**config.mk**
```make
export PLATFORM = sky130hd
export DESIGN_NAME = bus_arbiter
export DESIGN_NICKNAME = d
export VERILOG_FILES = /design/src/rtl/bus_pkg.sv /design/src/rtl/owner_fifo.sv /design/src/rtl/bus_arbiter.sv
export SDC_FILE = /design/constraint.sdc
export NUM_CORES = 1
export LEC_CHECK = 0
export ABC_AREA = 1
export BUFFER_PORTS_ARGS = -buffer_cell sky130_fd_sc_hd__buf_2
export CELL_PAD_IN_SITES_DETAIL_PLACEMENT = 0
export CELL_PAD_IN_SITES_GLOBAL_PLACEMENT = 2
export CORE_ASPECT_RATIO = 1.1
export CORE_MARGIN = 2
export CORE_UTILIZATION = 11
export DETAILED_ROUTE_END_ITERATION = 7
export HOLD_SLACK_MARGIN = 0.08
export PLACE_DENSITY_LB_ADDON = 0.1
export SYNTH_ARGS = -nofsm -noshare
export SYNTH_HDL_FRONTEND = slang
export SYNTH_SLANG_ARGS = --single-unit
```
**constraint.sdc**
```tcl
create_clock -name clk_i -period 3.9 [get_ports clk_i]
set_input_delay 0 -clock clk_i [delete_from_list [all_inputs] [get_ports clk_i]]
set_output_delay 0 -clock clk_i [all_outputs]
set_load 0.01 [all_outputs]
```
**src/rtl/bus_pkg.sv**
```systemverilog
// Shared definitions for the two-master bus arbiter and its owner FIFO.
package bus_pkg;

  localparam int ADDR_W_DEF = 15;
  localparam int BE_W       = 4;

  // Identifies which master issued an outstanding transfer
  typedef logic mid_t;

  localparam mid_t M_CORE = 1'b0;
  localparam mid_t M_DMA  = 1'b1;

endpackage

```
**src/rtl/owner_fifo.sv**
```systemverilog
// Synchronous FIFO of master IDs, one entry per outstanding bus transfer.
// DEPTH must be a power of two >= 2 so the pointers wrap naturally and the
// count MSB doubles as the full flag.
module owner_fifo
  import bus_pkg::*;
#(
  parameter int DEPTH = 2
) (
  input  logic                     clk_i,
  input  logic                     rst_i,
  input  logic                     push,
  input  mid_t                     din,
  input  logic                     pop,
  output mid_t                     head,
  output logic [$clog2(DEPTH):0]   count,
  output logic                     full,
  output logic                     empty
);

  localparam int PTR_W = $clog2(DEPTH);

  mid_t [DEPTH-1:0] mem;
  logic [PTR_W-1:0] wptr;
  logic [PTR_W-1:0] rptr;
  logic             push_ok;
  logic             pop_ok;

  assign full    = count[PTR_W];
  assign empty   = (count == '0);
  assign head    = mem[rptr];
  // Writes into a full FIFO and reads from an empty one are dropped
  assign push_ok = push & ~full;
  assign pop_ok  = pop & ~empty;

  // Storage needs no reset: entries are only read when count says valid
  always_ff @(posedge clk_i) begin
    if (push_ok) mem[wptr] <= din;
  end

  // Pointer and occupancy bookkeeping
  always_ff @(posedge clk_i) begin
    if (rst_i) begin
      wptr  <= '0;
      rptr  <= '0;
      count <= '0;
    end else begin
      if (push_ok) wptr <= wptr + 1'b1;
      if (pop_ok)  rptr <= rptr + 1'b1;
      case ({push_ok, pop_ok})
        2'b10:   count <= count + 1'b1;
        2'b01:   count <= count - 1'b1;
        default: count <= count;
      endcase
    end
  end

endmodule

```
**src/rtl/bus_arbiter.sv**
```systemverilog
// Two-master round-robin arbiter in front of the single-port data bus.
// Master 0 is the core LSU, master 1 the DMA/debug agent. Outstanding
// transfers are recorded in an owner FIFO so in-order responses can be
// steered back to the issuing master.
// Optional: define ARB_LOCK_EN to let the last-granted master keep the bus
// while it holds its lock input together with its request.
module bus_arbiter
  import bus_pkg::*;
#(
  parameter int ADDR_W  = ADDR_W_DEF,
  parameter int MAX_OUT = 2
) (
  input  logic              clk_i,
  input  logic              rst_i,
  input  logic              m0_req_i,
  input  logic              m0_we_i,
  input  logic [BE_W-1:0]   m0_be_i,
  input  logic [ADDR_W-1:0] m0_addr_i,
  input  logic [31:0]       m0_wdata_i,
  input  logic              m0_lock_i,
  output logic              m0_gnt_o,
  output logic              m0_rvalid_o,
  input  logic              m1_req_i,
  input  logic              m1_we_i,
  input  logic [BE_W-1:0]   m1_be_i,
  input  logic [ADDR_W-1:0] m1_addr_i,
  input  logic [31:0]       m1_wdata_i,
  input  logic              m1_lock_i,
  output logic              m1_gnt_o,
  output logic              m1_rvalid_o,
  output logic [31:0]       m_rdata_o,
  output logic              bus_req_o,
  output logic              bus_we_o,
  output logic [BE_W-1:0]   bus_be_o,
  output logic [ADDR_W-1:0] bus_addr_o,
  output logic [31:0]       bus_wdata_o,
  input  logic              bus_gnt_i,
  input  logic              bus_rvalid_i,
  input  logic [31:0]       bus_rdata_i,
  output logic              err_o
);

  mid_t                    last_grant;
  mid_t                    sel;
  logic                    sel_valid;
  logic                    fwd_dma;
  logic                    grant;
  logic                    pop;
  mid_t                    head;
  logic                    full;
  logic                    empty;
  logic [$clog2(MAX_OUT):0] fifo_count;

`ifndef ARB_LOCK_EN
  // Lock inputs are part of the port list in every build
  logic unused_lock;
  assign unused_lock = &{1'b0, m0_lock_i, m1_lock_i};
`endif

  logic unused_count;
  assign unused_count = &{1'b0, fifo_count};

  // Round-robin pick; a tie goes to whoever did not win last time
  always_comb begin
    sel = M_CORE;
    case ({m1_req_i, m0_req_i})
      2'b01: sel = M_CORE;
      2'b10: sel = M_DMA;
      2'b11: begin
        sel = ~last_grant;
`ifdef ARB_LOCK_EN
        // Last winner keeps the bus while it alone holds lock; lock only
        // matters with its request up, so it can never stall the bus
        if (last_grant == M_CORE) begin
          if (m0_lock_i && !m1_lock_i) sel = M_CORE;
        end else begin
          if (m1_lock_i && !m0_lock_i) sel = M_DMA;
        end
`endif
      end
      default: sel = M_CORE;
    endcase
  end

  // A full owner FIFO blocks forwarding even if a pop happens this cycle
  assign sel_valid = (m0_req_i | m1_req_i) & ~full;
  assign fwd_dma   = sel_valid & (sel == M_DMA);
  assign grant     = sel_valid & bus_gnt_i;

  assign bus_req_o   = sel_valid;
  assign bus_we_o    = fwd_dma ? m1_we_i    : m0_we_i;
  assign bus_be_o    = fwd_dma ? m1_be_i    : m0_be_i;
  assign bus_addr_o  = fwd_dma ? m1_addr_i  : m0_addr_i;
  assign bus_wdata_o = fwd_dma ? m1_wdata_i : m0_wdata_i;

  assign m0_gnt_o = grant & (sel == M_CORE);
  assign m1_gnt_o = grant & (sel == M_DMA);

  // Responses come back in issue order, so the FIFO head owns this one
  assign pop         = bus_rvalid_i & ~empty;
  assign m0_rvalid_o = pop & (head == M_CORE);
  assign m1_rvalid_o = pop & (head == M_DMA);
  assign m_rdata_o   = bus_rdata_i;

  owner_fifo #(
    .DEPTH (MAX_OUT)
  ) u_owner_fifo (
    .clk_i (clk_i),
    .rst_i (rst_i),
    .push  (grant),
    .din   (sel),
    .pop   (pop),
    .head  (head),
    .count (fifo_count),
    .full  (full),
    .empty (empty)
  );

  // Round-robin history and sticky error on a response nobody asked for
  always_ff @(posedge clk_i) begin
    if (rst_i) begin
      last_grant <= M_DMA;
      err_o      <= 1'b0;
    end else begin
      if (grant) last_grant <= sel;
      if (bus_rvalid_i && empty) err_o <= 1'b1;
    end
  end

endmodule

```
# Yosys cells after proc, flatten, opt, wreduce, memory -nomap -nowiden
# Index checks and enable logic that the tools add are counted.
dict set report totals {
  regBits 8
  in_bits 144
  output_inout_bits 90
  wordCells 48
}
dict set report op_classes {
  add_sub_neg 4
  order_cmp 3
  eq_ne 4
  muxes 11
  bitwise 16
  n_reduce_logical 4
}
# cell n
set ops {}
lappend ops {{$mux W32} 1}
lappend ops {{$mux W15} 1}
lappend ops {{$and A1 B1 Y1} 10}
lappend ops {{$eq A2 B2 Y1 const B} 3}
lappend ops {{$not A1 Y1} 5}
lappend ops {{$lt A1 B2 Y1 const B} 2}
lappend ops {{$mux W1} 4}
lappend ops {{$mux W4} 1}
lappend ops {{$pmux W2 S2} 1}
lappend ops {{$add A1 B1 Y1 const B} 2}
lappend ops {{$add A2 B1 Y2 const B} 1}
lappend ops {{$bwmux W2} 1}
lappend ops {{$eq A2 B1 Y1 const B} 1}
lappend ops {{$logic_and A1 B1 Y1} 2}
lappend ops {{$logic_not A2 Y1} 1}
lappend ops {{$pmux W1 S2} 1}
lappend ops {{$reduce_bool A2 Y1} 1}
lappend ops {{$sub A2 B1 Y2 const B} 1}
lappend ops {{$demux W1 S1} 1}
lappend ops {{$ge A1 B1 Y1 const B} 1}
lappend ops {{$or A1 B1 Y1} 1}

# Depth between registers and ports, before layout
# Gate-level depths: netlist of the first run.
dict set report depth {
  word_depth 6
  depth_mapped 9
}

# Modules after synthesis
# From an unflattened synthesis of the first run, not the netlist that was laid out.
dict set report unflattened {
  cells_unflattened 266
  hier_area_um2 1438.9
}
# module n_inst cells_each area_each_um2
set by_module_without_submodules {}
lappend by_module_without_submodules {bus_arbiter 1 228 1136.1}
lappend by_module_without_submodules {owner_fifo 1 38 302.8}

# Least setup slack after synthesis of the first run
# OpenSTA, ideal clock, no wires.
dict set report synth_timing {
  kind {register -> register}
  startpoint {register u_owner_fifo.count[0]}
  endpoint {register u_owner_fifo.count[1]}
  setup_ns 0.064
  arrival_ns 1.273
  setup_slack_ns 2.563
  stages_incl_launch_ff 9
  synth_period_minus_slack_ns 1.337
  path_cell_list {dfxtp_1 o21ai_0 inv_1 ha_1 inv_1 nand2_1 nor2_1 nor2_1 nor2_1}
}
dict set report synth_between {
  elab_chain_cells 6
}
# item line
set synth_lines {}
lappend synth_lines {{start, declared} owner_fifo.sv:15} ;# output logic [$clog2(DEPTH):0] count,
lappend synth_lines {{start signal, assigned} owner_fifo.sv:50} ;# 2'b10: count <= count + 1'b1;
lappend synth_lines {{start signal, assigned} owner_fifo.sv:51} ;# 2'b01: count <= count - 1'b1;
lappend synth_lines {{start signal, assigned} owner_fifo.sv:52} ;# default: count <= count;
lappend synth_lines {{$logic_not A2 Y1 (*)} owner_fifo.sv:29} ;# assign empty = (count == '0);
lappend synth_lines {{$not A1 Y1 (*)} {owner_fifo.sv:33, bus_arbiter.sv:100}}
lappend synth_lines {{$and A1 B1 Y1} bus_arbiter.sv:100} ;# assign pop = bus_rvalid_i & ~empty;
lappend synth_lines {{$and A1 B1 Y1 (*)} owner_fifo.sv:33} ;# assign pop_ok = pop & ~empty;
lappend synth_lines {{via u_owner_fifo.pop_ok} owner_fifo.sv:26} ;# logic pop_ok;
lappend synth_lines {{$eq A2 B1 Y1 / $eq A2 B2 Y1 (equally long branches)} owner_fifo.sv:49} ;# case ({push_ok, pop_ok})
lappend synth_lines {{$pmux W2 S2 / $reduce_bool A2 Y1 (equally long branches)} -}
# Mark *: on every way through the listed nets, which the timed path passes. The rest lies on a longest branch.
# A chain may end at the register's enable or synchronous reset.

# Final worst setup path of the first run
dict set report layout_timing {
  startpoint {register u_owner_fifo.count[1]}
  endpoint {output port bus_be_o[3]}
}
dict set report layout_between {
  elab_chain_cells 4
}
# item line
set layout_lines {}
lappend layout_lines {{$not A1 Y1} bus_arbiter.sv:86} ;# assign sel_valid = (m0_req_i | m1_req_i) & ~full;
lappend layout_lines {{$and A1 B1 Y1} bus_arbiter.sv:86}
lappend layout_lines {{$and A1 B1 Y1} bus_arbiter.sv:87} ;# assign fwd_dma = sel_valid & (sel == M_DMA);
lappend layout_lines {{$mux W4} bus_arbiter.sv:92} ;# assign bus_be_o = fwd_dma ? m1_be_i : m0_be_i;
lappend layout_lines {{end, declared} bus_arbiter.sv:34} ;# output logic [BE_W-1:0] bus_be_o,
# No other way between the ends.

==> implementation parameters, run 1 <==
Parameter                              Value

Status
  Outcome    finished, final reports clean

Floorplan
  Die Wd    112 um
  I/O pin total    234
  Core ar.    12600 um2
  Total die area    13800 um2
  Starting utilization of the core area    11.3%
  Die height    123 um
  Number of rows created at floorplan    43

STA
  Count of endpoints failing setup in the final report    0
  Final critical-path share of the clock period    57.6%
  Remaining max-slew budget at the tightest pin    28.1%
  Hold slack final    81.9 ps
  Highest Clock Rate    0.445 GHz
  Worst Max-Slew Pin Slew    1070 ps
  Max-slew violation count    0
  Setup repair after global routing missed its margin    false
  Min cycle time layout    2250 ps
  Worst clock skew    2.66 ps
  Final TNS setup    0 ps
  Final Hold Violating Endpoints    0

Route
  Average detailed-routed wire length per instance    11.8 um
  # DRC    0
  Sum of routed wire length over all layers    6.80 mm
  DR iter-0 viols    75
  Number of search-and-repair iterations in the first detailed-routing pass    4
  Via-to-Cell Ratio    3.77
  Remaining number of nets flagged by the antenna check after routing    0
  Number of vias after detailed routing    2179

Power and ir drop
  Total chip power    0.766 mW
  Logic gate share of total power    61.4%
  Worst-case vdd ir drop    0.186 mV
  Switching Fraction    44.1%
  Pwr Density    302 nW/um2
  Switch Pwr    0.337 mW
  P_leak    1.53 nW
  Internal portion of total power    0.428 mW
  Proportion of power drawn by flip-flops and latches    14.9%
  Clk network pwr share    23.7%

Yosys
  Post-Synthesis Cells    263
  Synth Cell Area    1420 um2
  Async set-or-reset flop fraction in the synthesized netlist    0%
  Number of distinct standard cells referenced by the synthesized netlist    18
  Yosys Warn Count    0
  Count of flip-flops with a built-in enable after synthesis    2
  Synthesized netlist net count    408
  Avg Synthesized Cell Area    5.39 um2
  Synthesized flop and latch total    8
  Primary FF master, synth    sky130_fd_sc_hd__dfxtp_1
  Register area share after synthesis    12.7%

Clocking
  CTS tree    yes
  Total clock buffers created by CTS    3
  Clock-pin transition on the worst setup and hold timing paths    40 ps
  Number of levels the H-tree was split into    1
  Sink Count    8
  Source-to-sink clock delay at the later pin of the worst-skew pair    240 ps
  Maximum clock path buffer count    2
  CTS Root Buffer Type    sky130_fd_sc_hd__clkbuf_16
  CTS-repair resized insts    0

Critical path
  Reg-to-reg setup timing slack    1700 ps
  Critical path startpoint category    flop
  Arrival time at the worst endpoint    2250 ps
  Critical path launch point    u_owner_fifo.count[1]
  Capturing element type of the critical path    output pin
  Worst endpoint required time    3900 ps
  Critical path start-end classification    flop to output pin
  RR Startpoint    u_owner_fifo.count[1]
  Maximum fanout along the worst path    52

Hold path
  Hold Path Origin    bus_gnt_i
  Worst Hold Class    input port to flop

Global routing
  Number of antenna violations at the first check in global routing    0
  Combined global-route utilization of all metal layers    8.82%
  Vias in the first global route    1980
  Total congestion overflow    0
  Global-route wire length before repair    9.89 mm
  Maximum number of pins on one net before global-route repair    57

Placed design
  Input/output buffers    167
  Dpl cells    540
  Placed wire-length estimate    4.75 mm
  Final RePlAce weighted congestion    0.693
  Dpl cell area    2120 um2

Cells and area
  Number of inserted filler cells in the final layout    1479
  Final Net Count    567
  Filler-free cell count of the finished design    578
  Count of antenna diodes in the layout    0
  Relative area change from synthesis to final layout    78.7%
  Ratio of cells with drive above 1 in the final layout    42.0%
  Design Area, Final    2540 um2

Flow run
  Max-cap check violation count    0
-- cells by family after synthesis --
kind of cell	synth area share, %
AO/OA/AOI/OAI	2.82
AND/OR/NAND/NOR	54.9
adder cells (fa/ha/maj)	0.882
buffers and inverters	28.7
flip-flops	12.7
-- placed cells by master, fill, tap and decap left out, types with 2 or more instances in the layout --
| cell | Yosys | layout |
|---|---|---|
| sky130_fd_sc_hd__buf_2 | 11 | 167 |
| sky130_fd_sc_hd__nand2_1 | 113 | 112 |
| sky130_fd_sc_hd__nand3_1 | 54 | 54 |
| sky130_fd_sc_hd__dlygate4sd3_1 | 0 | 34 |
| sky130_fd_sc_hd__nor2_1 | 13 | 13 |
| sky130_fd_sc_hd__inv_1 | 13 | 12 |
| sky130_fd_sc_hd__dfxtp_1 | 6 | 6 |
| sky130_fd_sc_hd__o21ai_0 | 4 | 4 |
| sky130_fd_sc_hd__clkbuf_16 | 0 | 3 |
| sky130_fd_sc_hd__nand4_1 | 2 | 2 |
| sky130_fd_sc_hd__buf_4 | 33 | 2 |
| sky130_fd_sc_hd__edfxtp_1 | 2 | 2 |
-- synthesized netlist by cell type (all sizes together) (2+ instances only) --
cell / instances / area share [%]
nor2: 13 / 3.4
a21oi: 2 / 0.97
dfxtp: 6 / 8.5
inv: 13 / 3.4
o21ai: 4 / 1.4
nand4: 2 / 0.88
nand2: 113 / 30
buf: 49 / 25
nand3: 55 / 20
edfxtp: 2 / 4.2
-- power by group through the flow --
stage	Sequential (mW)	Clock (mW)	Combinational, mW
after floorplan	0.112	0	0.290
after global placement	0.116	0	0.451
after detailed placement	0.116	0	0.440
after CTS	0.115	0.186	0.482
after global routing	0.117	0.190	0.532
final	0.114	0.181	0.470
-- cell type report --
cell class	instances	area, um2	share of cell area [%]
clock buffer	4	78.8	3.11
tap	157	196	7.75
sequential	8	180	7.10
multi-input combinational	193	841	33.2
inverter	13	48.8	1.92
timing repair buffer	203	1190	47.0
-- stage by stage --
step                utilization [%]  setup slack, ps
finish                         20.1             1650
global route                   20.1             1430
CTS                            20.1             1520
detailed placement             16.8             1680
global placement               16.8             1600
floorplan                         -             2560
-- worst max-delay path: stages, from the launching register on --
cell	delay [ps]
sky130_fd_sc_hd__dfxtp_1	360
sky130_fd_sc_hd__inv_2	370
sky130_fd_sc_hd__nand2_2	710
sky130_fd_sc_hd__nand2_1	320
sky130_fd_sc_hd__nand2_1	70
sky130_fd_sc_hd__buf_2	140
-- sequential cells by signal (all words and copies together) (netlist names) --
name	flops
last_grant	1
u_owner_fifo.rptr	1
err_o	1
u_owner_fifo.mem	2
u_owner_fifo.wptr	1
u_owner_fifo.count	2
-- repair_timing --
item                                    CTS  global route
setup buffers                             0             0
hold buffers                             34             0
endpoints found under the setup margin    0             0
endpoints found under the hold margin    34             0
-- per-layer routing --
| metal | global-route usage [%] | part of all wire [%] |
|---|---|---|
| met1 | 9.55 | 37 |
| met3 | 1.67 | 8.5 |
| met4 | 1.60 | 0.59 |
| met5 | 0 | 0 |
| met2 | 17.8 | 54 |
-- worst paths after layout --
check	to	cells past startpoint
worst max-delay path	bus_be_o[3]	5
worst min-delay path	last_grant	3
worst max register to register	u_owner_fifo.count[1]	9
worst min register to register	u_owner_fifo.rptr	2
Power figures use the tool's default switching activity.
==> inputs of run 2 (changes only) <==
Settings changed: CORE_UTILIZATION 11 to 10.
Clock period 3.9 ns to 2.3 ns, I/O delays scaled along.
==> implementation parameters, run 2 (synthesized netlist as in run 1, its figures left out) <==
Parameter                              Value

Floorplan
  Die height    129 um
  Starting utilization of the core area    10.2%
  Number of rows created at floorplan    45
  Total die area    15200 um2
  I/O pin total    234
  Die Wd    118 um
  Core ar.    13900 um2

Power and ir drop
  Pwr Density    499 nW/um2
  P_leak    1.53 nW
  Total chip power    1.29 mW
  Worst-case vdd ir drop    0.328 mV

Cells and area
  Count of antenna diodes in the layout    0
  Combined area of the multi-input logic cells    841 um2
  Filler-free cell count of the finished design    609
  Area used by sequential logic in the layout    180 um2
  Biggest registers after layout    u_owner_fifo.count (2), u_owner_fifo.mem (2)
  Relative area change from synthesis to final layout    81.7%
  Design Area, Final    2580 um2
  Commonest non-fill, non-tap cells in the layout    sky130_fd_sc_hd__buf_2 (167), sky130_fd_sc_hd__nand2_1 (112), sky130_fd_sc_hd__nand3_1 (54)
  Final Net Count    568
  Number of inserted filler cells in the final layout    1634
  Core Util, Final    18.6%
  Most frequent standard cell in the layout excluding fill and tap cells    sky130_fd_sc_hd__buf_2
  Ratio of cells with drive above 1 in the final layout    42.3%

Critical path
  Worst endpoint required time    2470 ps
  Critical path startpoint category    flop
  Arrival time at the worst endpoint    2180 ps
  Buf+Inv Stages, Crit Path    3
  Critical path start-end classification    flop to flop
  Capturing element type of the critical path    flop
  CP max stage cell    sky130_fd_sc_hd__dlygate4sd3_1
  Largest delay share family, worst path    buffers and inverters
  Slowest Stage Delay on Critical Path    550 ps
  Crit-path cells    inv_2, buf_4, a31oi_1, nor2_1, dlygate4sd3_1
  Reg-to-reg setup timing slack    290 ps
  Maximum fanout along the worst path    37

STA
  Worst Setup Slack, final    285 ps
  Hold slack final    102 ps
  Final TNS setup    0 ps
  Count of endpoints failing setup in the final report    0
  Worst Max-Slew Pin Slew    649 ps
  Final critical-path share of the clock period    87.6%
  Highest Clock Rate    0.496 GHz
  Remaining max-slew budget at the tightest pin    56.7%
  Setup repair after global routing missed its margin    false
  Min cycle time layout    2010 ps
  Final Hold Violating Endpoints    0
  Max-slew violation count    0
  Worst clock skew    4.73 ps

Global routing
  Total congestion overflow    0
  Number of antenna violations at the first check in global routing    0
  Global-route wire length before repair    10.4 mm
  Vias in the first global route    2029
  M1 GR Usage    9.88%
  Met2 layer usage reported by global route    16.4%
  Combined global-route utilization of all metal layers    8.41%
  Most heavily used metal layer in global routing    met2
  Maximum number of pins on one net before global-route repair    57
  Met3 layer usage reported by global route    1.15%

Placed design
  Dpl cell area    2160 um2
  Placed wire-length estimate    5.20 mm
  Worst setup timing slack at the placement stage    590 ps
  Final RePlAce weighted congestion    0.670
  Dpl cells    572
  Input/output buffers    167

Route
  Average detailed-routed wire length per instance    11.8 um
  Remaining number of nets flagged by the antenna check after routing    0
  DR iter-0 viols    51
  Sum of routed wire length over all layers    7.22 mm
  Number of search-and-repair iterations in the first detailed-routing pass    4
  Number of vias after detailed routing    2194
  Via-to-Cell Ratio    3.60
  # DRC    0

Clocking
  Maximum clock path buffer count    2
  CTS tree    yes
  Source-to-sink clock delay at the later pin of the worst-skew pair    230 ps
  Total clock buffers created by CTS    3
  Clock-pin transition on the worst setup and hold timing paths    40 ps
  Sink Count    8
  Setup Fix Bufs, Post-CTS    0
  Post-cts hold buffer count    34
  CTS-repair resized insts    0
  CTS Root Buffer Type    sky130_fd_sc_hd__clkbuf_16
  Number of levels the H-tree was split into    1

Flow run
  Max-cap check violation count    0

Status
  Outcome    finished, final reports clean

Hold path
  Worst Hold Class    input port to flop
## run 2: worst paths after layout
check / start / cells after the start / to
max: u_owner_fifo.count[1] / 5 / err_o
min: bus_gnt_i / 3 / last_grant
max reg2reg: u_owner_fifo.count[1] / 5 / err_o
min reg2reg: u_owner_fifo.count[0] / 1 / u_owner_fifo.count[0]
## run 2: final cells by class
cell class / count / share of cell area [%]
Timing Repair Buffer: 204 / 46.5
Multi-Input combinational cell: 193 / 32.6
Tap cell: 188 / 9.12
Sequential cell: 8 / 6.99
Clock buffer: 3 / 2.91
Inverter: 13 / 1.89
## run 2: power by group
part           total [mW]  leakage (nW)  switching (mW)  internal [mW]
Clock               0.295        0.0370          0.0701          0.224
Sequential          0.194        0.0686          0.0230          0.171
Combinational       0.798          1.43           0.474          0.324
## run 2: worst register-to-register path, cell delays in order (launching register included)
cell                            delay (ps)
sky130_fd_sc_hd__dfxtp_1               350
sky130_fd_sc_hd__inv_2                 320
sky130_fd_sc_hd__buf_4                 480
sky130_fd_sc_hd__a31oi_1               150
sky130_fd_sc_hd__nor2_1                100
sky130_fd_sc_hd__dlygate4sd3_1         550
## run 2: metal layers
metal | vias to the layer above | part of all wire [%]
met5 | - | 0
met3 | 4 | 6.9
li1 | 1117 | -
met2 | 128 | 52
met4 | 0 | 0.57
met1 | 945 | 41
==> inputs of run 3 (changes only) <==
Settings changed: CORE_UTILIZATION 10 to 11, CTS_BUF_LIST from default to sky130_fd_sc_hd__clkbuf_4.
Clock period 2.3 ns to 2.5 ns, I/O delays scaled along.
==> implementation parameters, run 3 (synthesized netlist as in run 1, its figures left out) <==
Parameter                              Value

Status
  Outcome    finished, final reports clean

Cells and area
  Commonest non-fill, non-tap cells in the layout    sky130_fd_sc_hd__buf_2 (167), sky130_fd_sc_hd__nand2_1 (112), sky130_fd_sc_hd__nand3_1 (54)
  Relative area change from synthesis to final layout    78.5%
  Filler-free cell count of the finished design    582
  Final Net Count    571
  Count of antenna diodes in the layout    0
  Number of inserted filler cells in the final layout    1496
  Ratio of cells with drive above 1 in the final layout    42.6%
  Most frequent standard cell in the layout excluding fill and tap cells    sky130_fd_sc_hd__buf_2
  Biggest registers after layout    u_owner_fifo.count (2), u_owner_fifo.mem (2)

Critical path
  Maximum fanout along the worst path    23
  Crit-path cells    inv_2, buf_4, a31oi_1, nor2_1, dlygate4sd3_1
  Critical path start-end classification    flop to flop
  Worst endpoint required time    2650 ps
  Arrival time at the worst endpoint    1910 ps
  CP max stage cell    sky130_fd_sc_hd__dlygate4sd3_1
  Capturing element type of the critical path    flop
  Critical path startpoint category    flop
  Slowest Stage Delay on Critical Path    540 ps

Route
  Sum of routed wire length over all layers    6.93 mm
  Met1 routed wirelength after detailed routing    2.80 mm
  Via-to-Cell Ratio    3.74
  Top layer reached by signal wires    met4
  Average detailed-routed wire length per instance    11.9 um
  Remaining number of nets flagged by the antenna check after routing    0
  Number of search-and-repair iterations in the first detailed-routing pass    4
  Met2 Routed Length    3.50 mm
  Routed length on met3    592 um
  DR iter-0 viols    76
  Number of vias after detailed routing    2176
  # DRC    0

Floorplan
  I/O pin total    234
  Starting utilization of the core area    11.3%
  Core ar.    12600 um2
  Die height    123 um
  Number of rows created at floorplan    43
  Die Wd    112 um
  Total die area    13800 um2

Global routing
  Total congestion overflow    0
  Maximum number of pins on one net before global-route repair    57
  Vias in the first global route    2007
  Combined global-route utilization of all metal layers    8.97%
  Number of antenna violations at the first check in global routing    0
  Global-route wire length before repair    10.3 mm

STA
  Worst Setup Slack, final    739 ps
  Remaining max-slew budget at the tightest pin    58.4%
  Worst clock skew    3.42 ps
  Setup repair after global routing missed its margin    false
  Highest Clock Rate    0.568 GHz
  Worst Max-Slew Pin Slew    624 ps
  Max-slew violation count    0
  Final Hold Violating Endpoints    0
  Final critical-path share of the clock period    70.4%
  Min cycle time layout    1760 ps
  Final TNS setup    0 ps
  Count of endpoints failing setup in the final report    0

Hold path
  Worst Hold Class    input port to flop

Power and ir drop
  P_leak    1.53 nW
  Worst-case vdd ir drop    0.152 mV
  Pwr Density    416 nW/um2

Clocking
  Number of levels the H-tree was split into    1
  Setup Fix Bufs, Post-CTS    0
  CTS tree    yes
  Total clock buffers created by CTS    3
  Maximum clock path buffer count    2
  Sink Count    8
  Clock-pin transition on the worst setup and hold timing paths    60 ps
  Source-to-sink clock delay at the later pin of the worst-skew pair    260 ps
  CTS Root Buffer Type    sky130_fd_sc_hd__clkbuf_4

Placed design
  Final RePlAce weighted congestion    0.677
  Input/output buffers    167
  Worst setup timing slack at the placement stage    986 ps
  Dpl cells    543
  Placed wire-length estimate    5.04 mm

Flow run
  Max-cap check violation count    0
run 3: final cells by class:
cell class                      count  area [um2]  area share (%)
Clock buffer                        4        30.0            1.19
Multi-Input combinational cell    193         841            33.2
Tap cell                          157         196            7.76
Inverter                           13        48.8            1.93
Timing Repair Buffer              207        1240            48.8
Sequential cell                     8         180            7.11
run 3: through the flow:
stage          util [%]  power (mW)  hold slack [ps]  instance area (um2)
2_1_floorplan         -       0.628             72.4                 1420
3_3_place_gp       17.1       0.901           0.0686                 2150
3_5_place_dp       17.1       0.885           0.0686                 2150
4_1_cts            20.1        1.07              178                 2530
5_1_grt            20.1        1.17              213                 2530
6_report           20.1        1.05              171                 2530
run 3: what timing repair did:
item,in CTS,in global routing
hold buffers,35,0
endpoints found under the setup margin,0,0
hold endpoints to repair,34,0
resized for setup,0,0
run 3: worst max-delay path, delay by kind of cell (launching register included):
| family | cells | cell delay [ps] |
|---|---|---|
| flip-flops | 1 | 430 |
| buffers and inverters | 3 | 930 |
| AND/OR/NAND/NOR | 1 | 60 |
| AO/OA/AOI/OAI | 1 | 230 |
run 3: layer usage:
metal / global-route usage [%] / vias to the layer above
met5: 0 / -
met4: 1.14 / 0
met3: 1.23 / 4
met2: 16.8 / 118
met1: 11.3 / 932
li1: - / 1122
run 3: final timing paths:
| check | slack (ps) | start | cells after the start | endpoint |
|---|---|---|---|---|
| hold / removal | 170 | bus_rvalid_i | 4 | u_owner_fifo.rptr |
| setup reg to reg | 740 | u_owner_fifo.count[1] | 5 | err_o |
| hold reg to reg | 500 | u_owner_fifo.rptr | 2 | u_owner_fifo.rptr |
| setup / recovery | 740 | u_owner_fifo.count[1] | 5 | err_o |
run 3: power breakdown:
group | internal (mW) | switching [mW]
Combinational | 0.312 | 0.442
Sequential | 0.157 | 0.0210
Clock | 0.0723 | 0.0496
Total | 0.541 | 0.512
